`config.mk`:
```
export PLATFORM = sky130hd
export DESIGN_NAME = pool2x2_feeder_flat
export DESIGN_NICKNAME = d
export VERILOG_FILES = /design/src/rtl/pool2x2_feeder_if.sv /design/src/rtl/pool2x2_feeder.sv /design/src/flat_wrapper.sv
export SDC_FILE = /design/constraint.sdc
export NUM_CORES = 2
export LEC_CHECK = 0
export BUFFER_PORTS_ARGS = -buffer_cell sky130_fd_sc_hd__buf_2
export CORE_ASPECT_RATIO = 1.1
export CORE_MARGIN = 5
export CORE_UTILIZATION = 50
export DETAILED_ROUTE_END_ITERATION = 10
export PLACE_DENSITY_LB_ADDON = 0.25
export REMOVE_ABC_BUFFERS = 1
export SYNTH_ARGS = -nofsm -noshare
export SYNTH_HDL_FRONTEND = slang
export SYNTH_SLANG_ARGS = --single-unit
```
`constraint.sdc`:
```
create_clock -name clk -period 5.35 [get_ports clk]
set_input_delay 1.07 -clock clk [delete_from_list [all_inputs] [get_ports clk]]
set_output_delay 1.07 -clock clk [all_outputs]
set_load 0.02 [all_outputs]
```
`src/rtl/pool2x2_feeder_if.sv`:
```
// pool2x2_feeder_if: groups the three streams around the 2x2 pooling feeder.
//   in_*    : raster-order pixel stream into the feeder (valid/ready)
//   pool_*  : drive/readback of the running-max pooler (en, Data_in, Data_out)
//   out_*   : pooled result stream out of the feeder (valid/ready, last)
// master = the feeder itself, slave = its surroundings (source, pooler, sink).
interface pool2x2_feeder_if #(
  parameter int unsigned DATA_W = 32
);
  logic              in_valid;
  logic              in_ready;
  logic [DATA_W-1:0] in_data;
  logic              pool_en;
  logic [DATA_W-1:0] pool_data;
  logic [DATA_W-1:0] pool_result;
  logic              out_valid;
  logic              out_ready;
  logic [DATA_W-1:0] out_data;
  logic              out_last;

  modport master (
    input  in_valid, in_data, pool_result, out_ready,
    output in_ready, pool_en, pool_data, out_valid, out_data, out_last
  );

  modport slave (
    output in_valid, in_data, pool_result, out_ready,
    input  in_ready, pool_en, pool_data, out_valid, out_data, out_last
  );
endinterface

```
`src/rtl/pool2x2_feeder.sv`:
```
// pool2x2_feeder: buffers one row pair of a raster feature map, replays each
// 2x2 window to the running-max pooler as a 4-cycle en burst (TL, TR, BL, BR),
// captures the pooler result and emits it on a valid/ready stream.
// Ports:
//   clk  - clock, rising edge
//   rst  - asynchronous active-high reset
//   bus  - pool2x2_feeder_if.master: in_valid/in_ready/in_data,
//          pool_en/pool_data/pool_result, out_valid/out_ready/out_data/out_last
module pool2x2_feeder #(
  parameter int unsigned DATA_W = 32,
  parameter int unsigned MAP_W  = 28,
  parameter int unsigned MAP_H  = 28
) (
  input  logic             clk,
  input  logic             rst,
  pool2x2_feeder_if.master bus
);

  localparam int unsigned FILL_N = 2 * MAP_W;
  localparam int unsigned FILL_W = $clog2(FILL_N);
  localparam int unsigned COL_N  = MAP_W / 2;
  localparam int unsigned COL_W  = (COL_N > 1) ? $clog2(COL_N) : 1;
  localparam int unsigned PAIR_N = MAP_H / 2;
  localparam int unsigned PAIR_W = (PAIR_N > 1) ? $clog2(PAIR_N) : 1;

  typedef enum logic [1:0] {
    FILL     = 2'd0,
    FEED     = 2'd1,
    CAPTURE  = 2'd2,
    WAIT_OUT = 2'd3
  } state_t;

  state_t              state_q, state_nx;
  logic [FILL_W-1:0]   fill_q, fill_nx;
  logic [COL_W-1:0]    col_q, col_nx;
  logic [1:0]          phase_q, phase_nx;
  logic [PAIR_W-1:0]   pair_q, pair_nx;

  logic                in_ready_nx;
  logic                pool_en_nx;
  logic [DATA_W-1:0]   pool_data_nx;
  logic                out_valid_nx;
  logic [DATA_W-1:0]   out_data_nx;
  logic                out_last_nx;

  // Row pair buffer: [0..MAP_W-1] is the upper row, [MAP_W..2*MAP_W-1] the lower.
  logic [DATA_W-1:0]   row_buf [FILL_N];

  logic                accept_c;
  logic                out_fire_c;
  logic                last_win_c;
  logic [FILL_W-1:0]   rd_idx_c;

  assign accept_c   = bus.in_valid & bus.in_ready;
  assign out_fire_c = bus.out_valid & bus.out_ready;
  assign last_win_c = (col_q == COL_W'(COL_N - 1)) && (pair_q == PAIR_W'(PAIR_N - 1));

  // Buffer address of the pixel presented next cycle: phase bit0 picks the
  // column within the window, phase bit1 picks the lower row.
  always_comb begin
    rd_idx_c = FILL_W'({col_nx, 1'b0}) + FILL_W'(phase_nx[0]);
    if (phase_nx[1]) begin
      rd_idx_c = rd_idx_c + FILL_W'(MAP_W);
    end
  end

  // Next-state, counters and next values of the registered outputs.
  always_comb begin
    state_nx     = state_q;
    fill_nx      = fill_q;
    col_nx       = col_q;
    phase_nx     = phase_q;
    pair_nx      = pair_q;
    out_valid_nx = bus.out_valid;
    out_data_nx  = bus.out_data;
    out_last_nx  = bus.out_last;

    unique case (state_q)
      FILL: begin
        if (accept_c) begin
          if (fill_q == FILL_W'(FILL_N - 1)) begin
            state_nx = FEED;
            fill_nx  = '0;
            col_nx   = '0;
            phase_nx = '0;
          end else begin
            fill_nx = fill_q + FILL_W'(1);
          end
        end
      end
      FEED: begin
        phase_nx = phase_q + 2'd1;
        if (phase_q == 2'd3) begin
          state_nx = CAPTURE;
        end
      end
      CAPTURE: begin
        state_nx = WAIT_OUT;
      end
      WAIT_OUT: begin
        if (!bus.out_valid || bus.out_ready) begin
          if (col_q != COL_W'(COL_N - 1)) begin
            col_nx   = col_q + COL_W'(1);
            phase_nx = '0;
            state_nx = FEED;
          end else begin
            state_nx = FILL;
            fill_nx  = '0;
            col_nx   = '0;
            pair_nx  = (pair_q == PAIR_W'(PAIR_N - 1)) ? '0 : pair_q + PAIR_W'(1);
          end
        end
      end
      default: begin
        state_nx = FILL;
      end
    endcase

    // A capture always wins over a handshake landing on the same edge.
    if (state_q == CAPTURE) begin
      out_valid_nx = 1'b1;
      out_data_nx  = bus.pool_result;
      out_last_nx  = last_win_c;
    end else if (out_fire_c) begin
      out_valid_nx = 1'b0;
      out_last_nx  = 1'b0;
    end

    in_ready_nx  = (state_nx == FILL);
    pool_en_nx   = (state_nx == FEED);
    pool_data_nx = (state_nx == FEED) ? row_buf[rd_idx_c] : '0;
  end

  // State, counters and registered outputs.
  always_ff @(posedge clk or posedge rst) begin
    if (rst) begin
      state_q       <= FILL;
      fill_q        <= '0;
      col_q         <= '0;
      phase_q       <= '0;
      pair_q        <= '0;
      bus.in_ready  <= 1'b0;
      bus.pool_en   <= 1'b0;
      bus.pool_data <= '0;
      bus.out_valid <= 1'b0;
      bus.out_data  <= '0;
      bus.out_last  <= 1'b0;
    end else begin
      state_q       <= state_nx;
      fill_q        <= fill_nx;
      col_q         <= col_nx;
      phase_q       <= phase_nx;
      pair_q        <= pair_nx;
      bus.in_ready  <= in_ready_nx;
      bus.pool_en   <= pool_en_nx;
      bus.pool_data <= pool_data_nx;
      bus.out_valid <= out_valid_nx;
      bus.out_data  <= out_data_nx;
      bus.out_last  <= out_last_nx;
    end
  end

  // Pixel storage; contents are don't-care after reset since filling restarts.
  always_ff @(posedge clk) begin
    if (accept_c) begin
      row_buf[fill_q] <= bus.in_data;
    end
  end

endmodule

```
`src/flat_wrapper.sv`:
```
// flat-port wrapper written by rule: the top's interface ports become plain ports
module pool2x2_feeder_flat 
#(
  parameter int unsigned DATA_W = 32,
  parameter int unsigned MAP_W  = 28,
  parameter int unsigned MAP_H  = 28
)
  (clk, rst, bus_in_valid, bus_in_data, bus_pool_result, bus_out_ready, bus_in_ready, bus_pool_en, bus_pool_data, bus_out_valid, bus_out_data, bus_out_last);
  pool2x2_feeder_if #(.DATA_W(DATA_W)) bus_i ();
  input  logic clk;
  input  logic rst;
  input wire logic [$bits(bus_i.in_valid)-1:0] bus_in_valid;
  input wire logic [$bits(bus_i.in_data)-1:0] bus_in_data;
  input wire logic [$bits(bus_i.pool_result)-1:0] bus_pool_result;
  input wire logic [$bits(bus_i.out_ready)-1:0] bus_out_ready;
  output wire logic [$bits(bus_i.in_ready)-1:0] bus_in_ready;
  output wire logic [$bits(bus_i.pool_en)-1:0] bus_pool_en;
  output wire logic [$bits(bus_i.pool_data)-1:0] bus_pool_data;
  output wire logic [$bits(bus_i.out_valid)-1:0] bus_out_valid;
  output wire logic [$bits(bus_i.out_data)-1:0] bus_out_data;
  output wire logic [$bits(bus_i.out_last)-1:0] bus_out_last;
  assign bus_i.in_valid = bus_in_valid;
  assign bus_i.in_data = bus_in_data;
  assign bus_i.pool_result = bus_pool_result;
  assign bus_i.out_ready = bus_out_ready;
  assign bus_in_ready = bus_i.in_ready;
  assign bus_pool_en = bus_i.pool_en;
  assign bus_pool_data = bus_i.pool_data;
  assign bus_out_valid = bus_i.out_valid;
  assign bus_out_data = bus_i.out_data;
  assign bus_out_last = bus_i.out_last;
  pool2x2_feeder #(.DATA_W(DATA_W), .MAP_W(MAP_W), .MAP_H(MAP_H)) u_core (.clk(clk), .rst(rst), .bus(bus_i));
endmodule
```
==> reports/qor.txt <==
Run status = completed
Height of the die = 412.8 um
Post-DP HPWL = 109.1 mm
Cell variety after synth = 63
Overall die width = 376.1 um
Achievable clock frequency = 0.2172 GHz
Worst clock skew = 0.04490 ns
Critical path startpoint = u_core.fill_q[1]
Endpoints failing hold = 0
Vias in the first global route = 39179
Share of flip-flops with an asynchronous set or reset = 0.04579
Wire length of the first global-routing pass = 281.8 mm
Post-placement worst setup slack = 0.5219 ns
Share of Yosys cell area claimed by the top area cell type = 0.7298
Max_cap viols = 0
Top fanout value on the critical path = 22
CTS H-tree lvls = 4
Worst vdd ir = 1.191 mV
Met3 usage = 0.04828
CP Buf/Inv Count = 3
Layout-stage area growth over the synthesis result = 13.51%
Arrival @ worst endpoint = 5.30 ns
Cell accounting for the most synthesized area = sky130_fd_sc_hd__edfxtp_1
Clock latency reported for the late side of the worst-skew pair = 0.83 ns
Unrepaired setup endpoints after global routing = false
Number of synthesis warnings = 0
Most common cell in the synthesized netlist = sky130_fd_sc_hd__edfxtp_1
Average cell area after synthesis = 18.05 um2
Combined area of all synthesized cells = 0.07373 mm2
Main area contributors after synthesis = sky130_fd_sc_hd__edfxtp_1, sky130_fd_sc_hd__mux4_2, sky130_fd_sc_hd__mux2i_1, sky130_fd_sc_hd__dfrtp_1, sky130_fd_sc_hd__nand2_1
Count of pins over their slew limit = 0
1st-iter DRT viols = 4741
Number of storage elements in the synthesis netlist = 1878
Static leakage = 27.80 nW
Number of placement rows = 147
TritonRoute pass-1 iters = 6
Layout net count = 4409
Actual transition at the worst max-transition pin = 1.246 ns
Global route overflow = 0
Met2 Resource Use GR = 0.4009
Critical register-to-register path startpoint = u_core.fill_q[1]
Worst setup path class = flip-flop to flip-flop
Count of nets left with antenna violations after detail routing = 0
Design Power = 49.89 mW
Stage delay of the slowest cell on the critical path = 0.60 ns
Final Setup Violations = 0
Slowest-stage cell, CP = sky130_fd_sc_hd__dfrtp_1
Number of clock sinks = 1878
Detail-routed via count per cell = 6.164
Post-DR wirelength/cell = 30.59 um
Cts repair resizes = 0
Maximum number of pins on one net before global-route repair = 169
Number of antenna violations at the first check in global routing = 5
Cts hold-fix bufs = 0
Path type of the worst min-delay path = input port to flip-flop
Startpoint type of the worst setup path = flip-flop
Min Tclk post-route = 4.605 ns
Required arrival time at the worst endpoint = 6.04 ns
Final worst-path setup slack = 0.7452 ns
Most common library cells after synthesis = sky130_fd_sc_hd__edfxtp_1, sky130_fd_sc_hd__nand2_1, sky130_fd_sc_hd__mux2i_1
# Post-CTS Setup Buffers = 0
Most used flip-flop cell after synthesis = sky130_fd_sc_hd__edfxtp_1
Total of fill cells in the finished design = 10802
Clock tree from TritonCTS = yes
Clock Tree Root = sky130_fd_sc_hd__clkbuf_16
Number of buffers created by CTS = 183
Routed wire length = 196.5 mm
IO Pins = 136
Full die area = 0.1553 mm2
Power density over the cells = 596.1 mW/mm2
Post-CTS clock slew at the launch and capture registers of the worst setup and hold paths = 0.06 ns
Critical-path cell list = ha_1 > and4b_1 > a21oi_1 > a22oi_2 > ha_1 > inv_1 > a211oi_1 > a31oi_4 > buf_12 > buf_12 > mux4_2 > a22o_1 > a311o_1 > a31oi_1
Portion of the clock cycle consumed by the worst path in the final layout = 0.8607
Effective utilization at floorplan = 0.5043
Count of input and output buffers = 135
Critical path endpoint category = flip-flop
Number of flops mapped to enable cells by yosys = 1792
Core Region = 0.1462 mm2
Family of cells with the greatest summed delay on the critical path = compound AO/OA/AOI/OAI gates
Sequential-to-total area share from yosys stat = 0.7590
Global routing met1 resource utilization = 0.3569
GR peak layer = met2
DRC violation count after routing = 0
Total GRT Usage = 0.2521
Max-slew headroom = 0.1671
Number of buffers between clock root and the deepest sink = 3
Routability Congestion = 0.8549
Syn Inst Count = 4086
Fraction of final layout cells with drive strength greater than 1 = 0.2253
Number of vias in the routed layout = 39608
Worst hold start = bus_pool_result[13]
routing by layer:
layer,vias to the layer above,wire length [um]
met1,20627,79440
met4,4,6601
met2,1931,93370
li1,16736,-
met5,-,21
met3,310,17110
cell usage in the layout, fill, tap and decap left out, types with 27 or more instances in the layout:
cell                           n
sky130_fd_sc_hd__edfxtp_1   1792
sky130_fd_sc_hd__mux4_2      225
sky130_fd_sc_hd__clkinv_1     27
sky130_fd_sc_hd__a311oi_1     34
sky130_fd_sc_hd__nor2_4       54
sky130_fd_sc_hd__clkbuf_16   184
sky130_fd_sc_hd__a211oi_1     68
sky130_fd_sc_hd__buf_2       135
sky130_fd_sc_hd__mux2_2       96
sky130_fd_sc_hd__buf_12       31
sky130_fd_sc_hd__clkinv_2     35
sky130_fd_sc_hd__clkbuf_1     49
sky130_fd_sc_hd__nand3_1     254
sky130_fd_sc_hd__buf_4       146
sky130_fd_sc_hd__a31oi_1      31
sky130_fd_sc_hd__a31o_2       30
sky130_fd_sc_hd__mux2i_1     325
sky130_fd_sc_hd__o22a_1       30
sky130_fd_sc_hd__nand2_1     456
sky130_fd_sc_hd__inv_1        45
sky130_fd_sc_hd__a311o_1      31
sky130_fd_sc_hd__a22o_1       60
sky130_fd_sc_hd__a21oi_1      69
sky130_fd_sc_hd__dfrtp_1      86
sequential cells by signal (all words and copies together), names as in the netlist:
| signal | cells |
|---|---|
| u_core.bus.out_last | 1 |
| u_core.pair_q | 4 |
| u_core.col_q | 4 |
| u_core.bus.out_valid | 1 |
| u_core.fill_q | 6 |
| u_core.state_q | 2 |
| u_core.bus.pool_data | 32 |
| u_core.row_buf | 1792 |
| u_core.bus.in_ready | 1 |
| u_core.bus.pool_en | 1 |
| u_core.bus.out_data | 32 |
| u_core.phase_q | 2 |
cells by family after synthesis:
group / after synthesis / share of synthesized area
flip-flops: 1878 / 0.7590
AND/OR/NAND/NOR: 845 / 0.04992
multiplexers: 646 / 0.1275
AO/OA/AOI/OAI: 404 / 0.04166
buffers and inverters: 300 / 0.01982
adder cells (fa/ha/maj): 9 / 0.001527
XOR/XNOR: 4 / 0.0005771
metrics by stage:
stage | hold WS, ns | setup TNS, ns | cells | utilization | area, um2
2_1_floorplan | 0.4880 | -384.17 | 3835 | - | 72460
3_3_place_gp | 0.4835 | 0 | 6084 | 0.5325 | 77870
4_1_cts | 0.4202 | 0 | 6424 | 0.5723 | 83690
3_5_place_dp | 0.4899 | 0 | 6084 | 0.5325 | 77870
6_report | 0.4876 | 0 | 6426 | 0.5724 | 83690
5_1_grt | 0.4387 | 0 | 6425 | 0.5724 | 83690
final timing paths:
kind                                                  to  depth (start not counted)  slack (ns)
min in group asynchronous        u_core.bus.pool_data[4]                          2        0.51
worst max register to register  u_core.bus.pool_data[10]                         14        0.75
max in group asynchronous         u_core.bus.out_data[0]                          3        3.71
worst min register to register    u_core.bus.out_data[3]                          1        0.50
worst min-delay path             u_core.bus.out_data[13]                          2        0.49
worst max-delay path            u_core.bus.pool_data[10]                         14        0.75
area by class of cell:
type                       count  area (um2)  share of cell area
antenna                        2       5.005          0.00005980
clock buffer                 251        5036             0.06017
clock inverter                89       783.3            0.009359
inverter                      49       215.2            0.002571
multi-input combinational   1908       16870              0.2016
sequential                  1878       55960              0.6687
tap                         1937        2424             0.02896
timing repair buffer         312        2392             0.02858
report_power, final:
| group | internal [mW] | switching [mW] |
|---|---|---|
| combinational | 8.45 | 12.3 |
| clock | 7.01 | 5.46 |
| sequential | 16.5 | 0.241 |
Note: power is estimated with default switching activity, not from simulation.
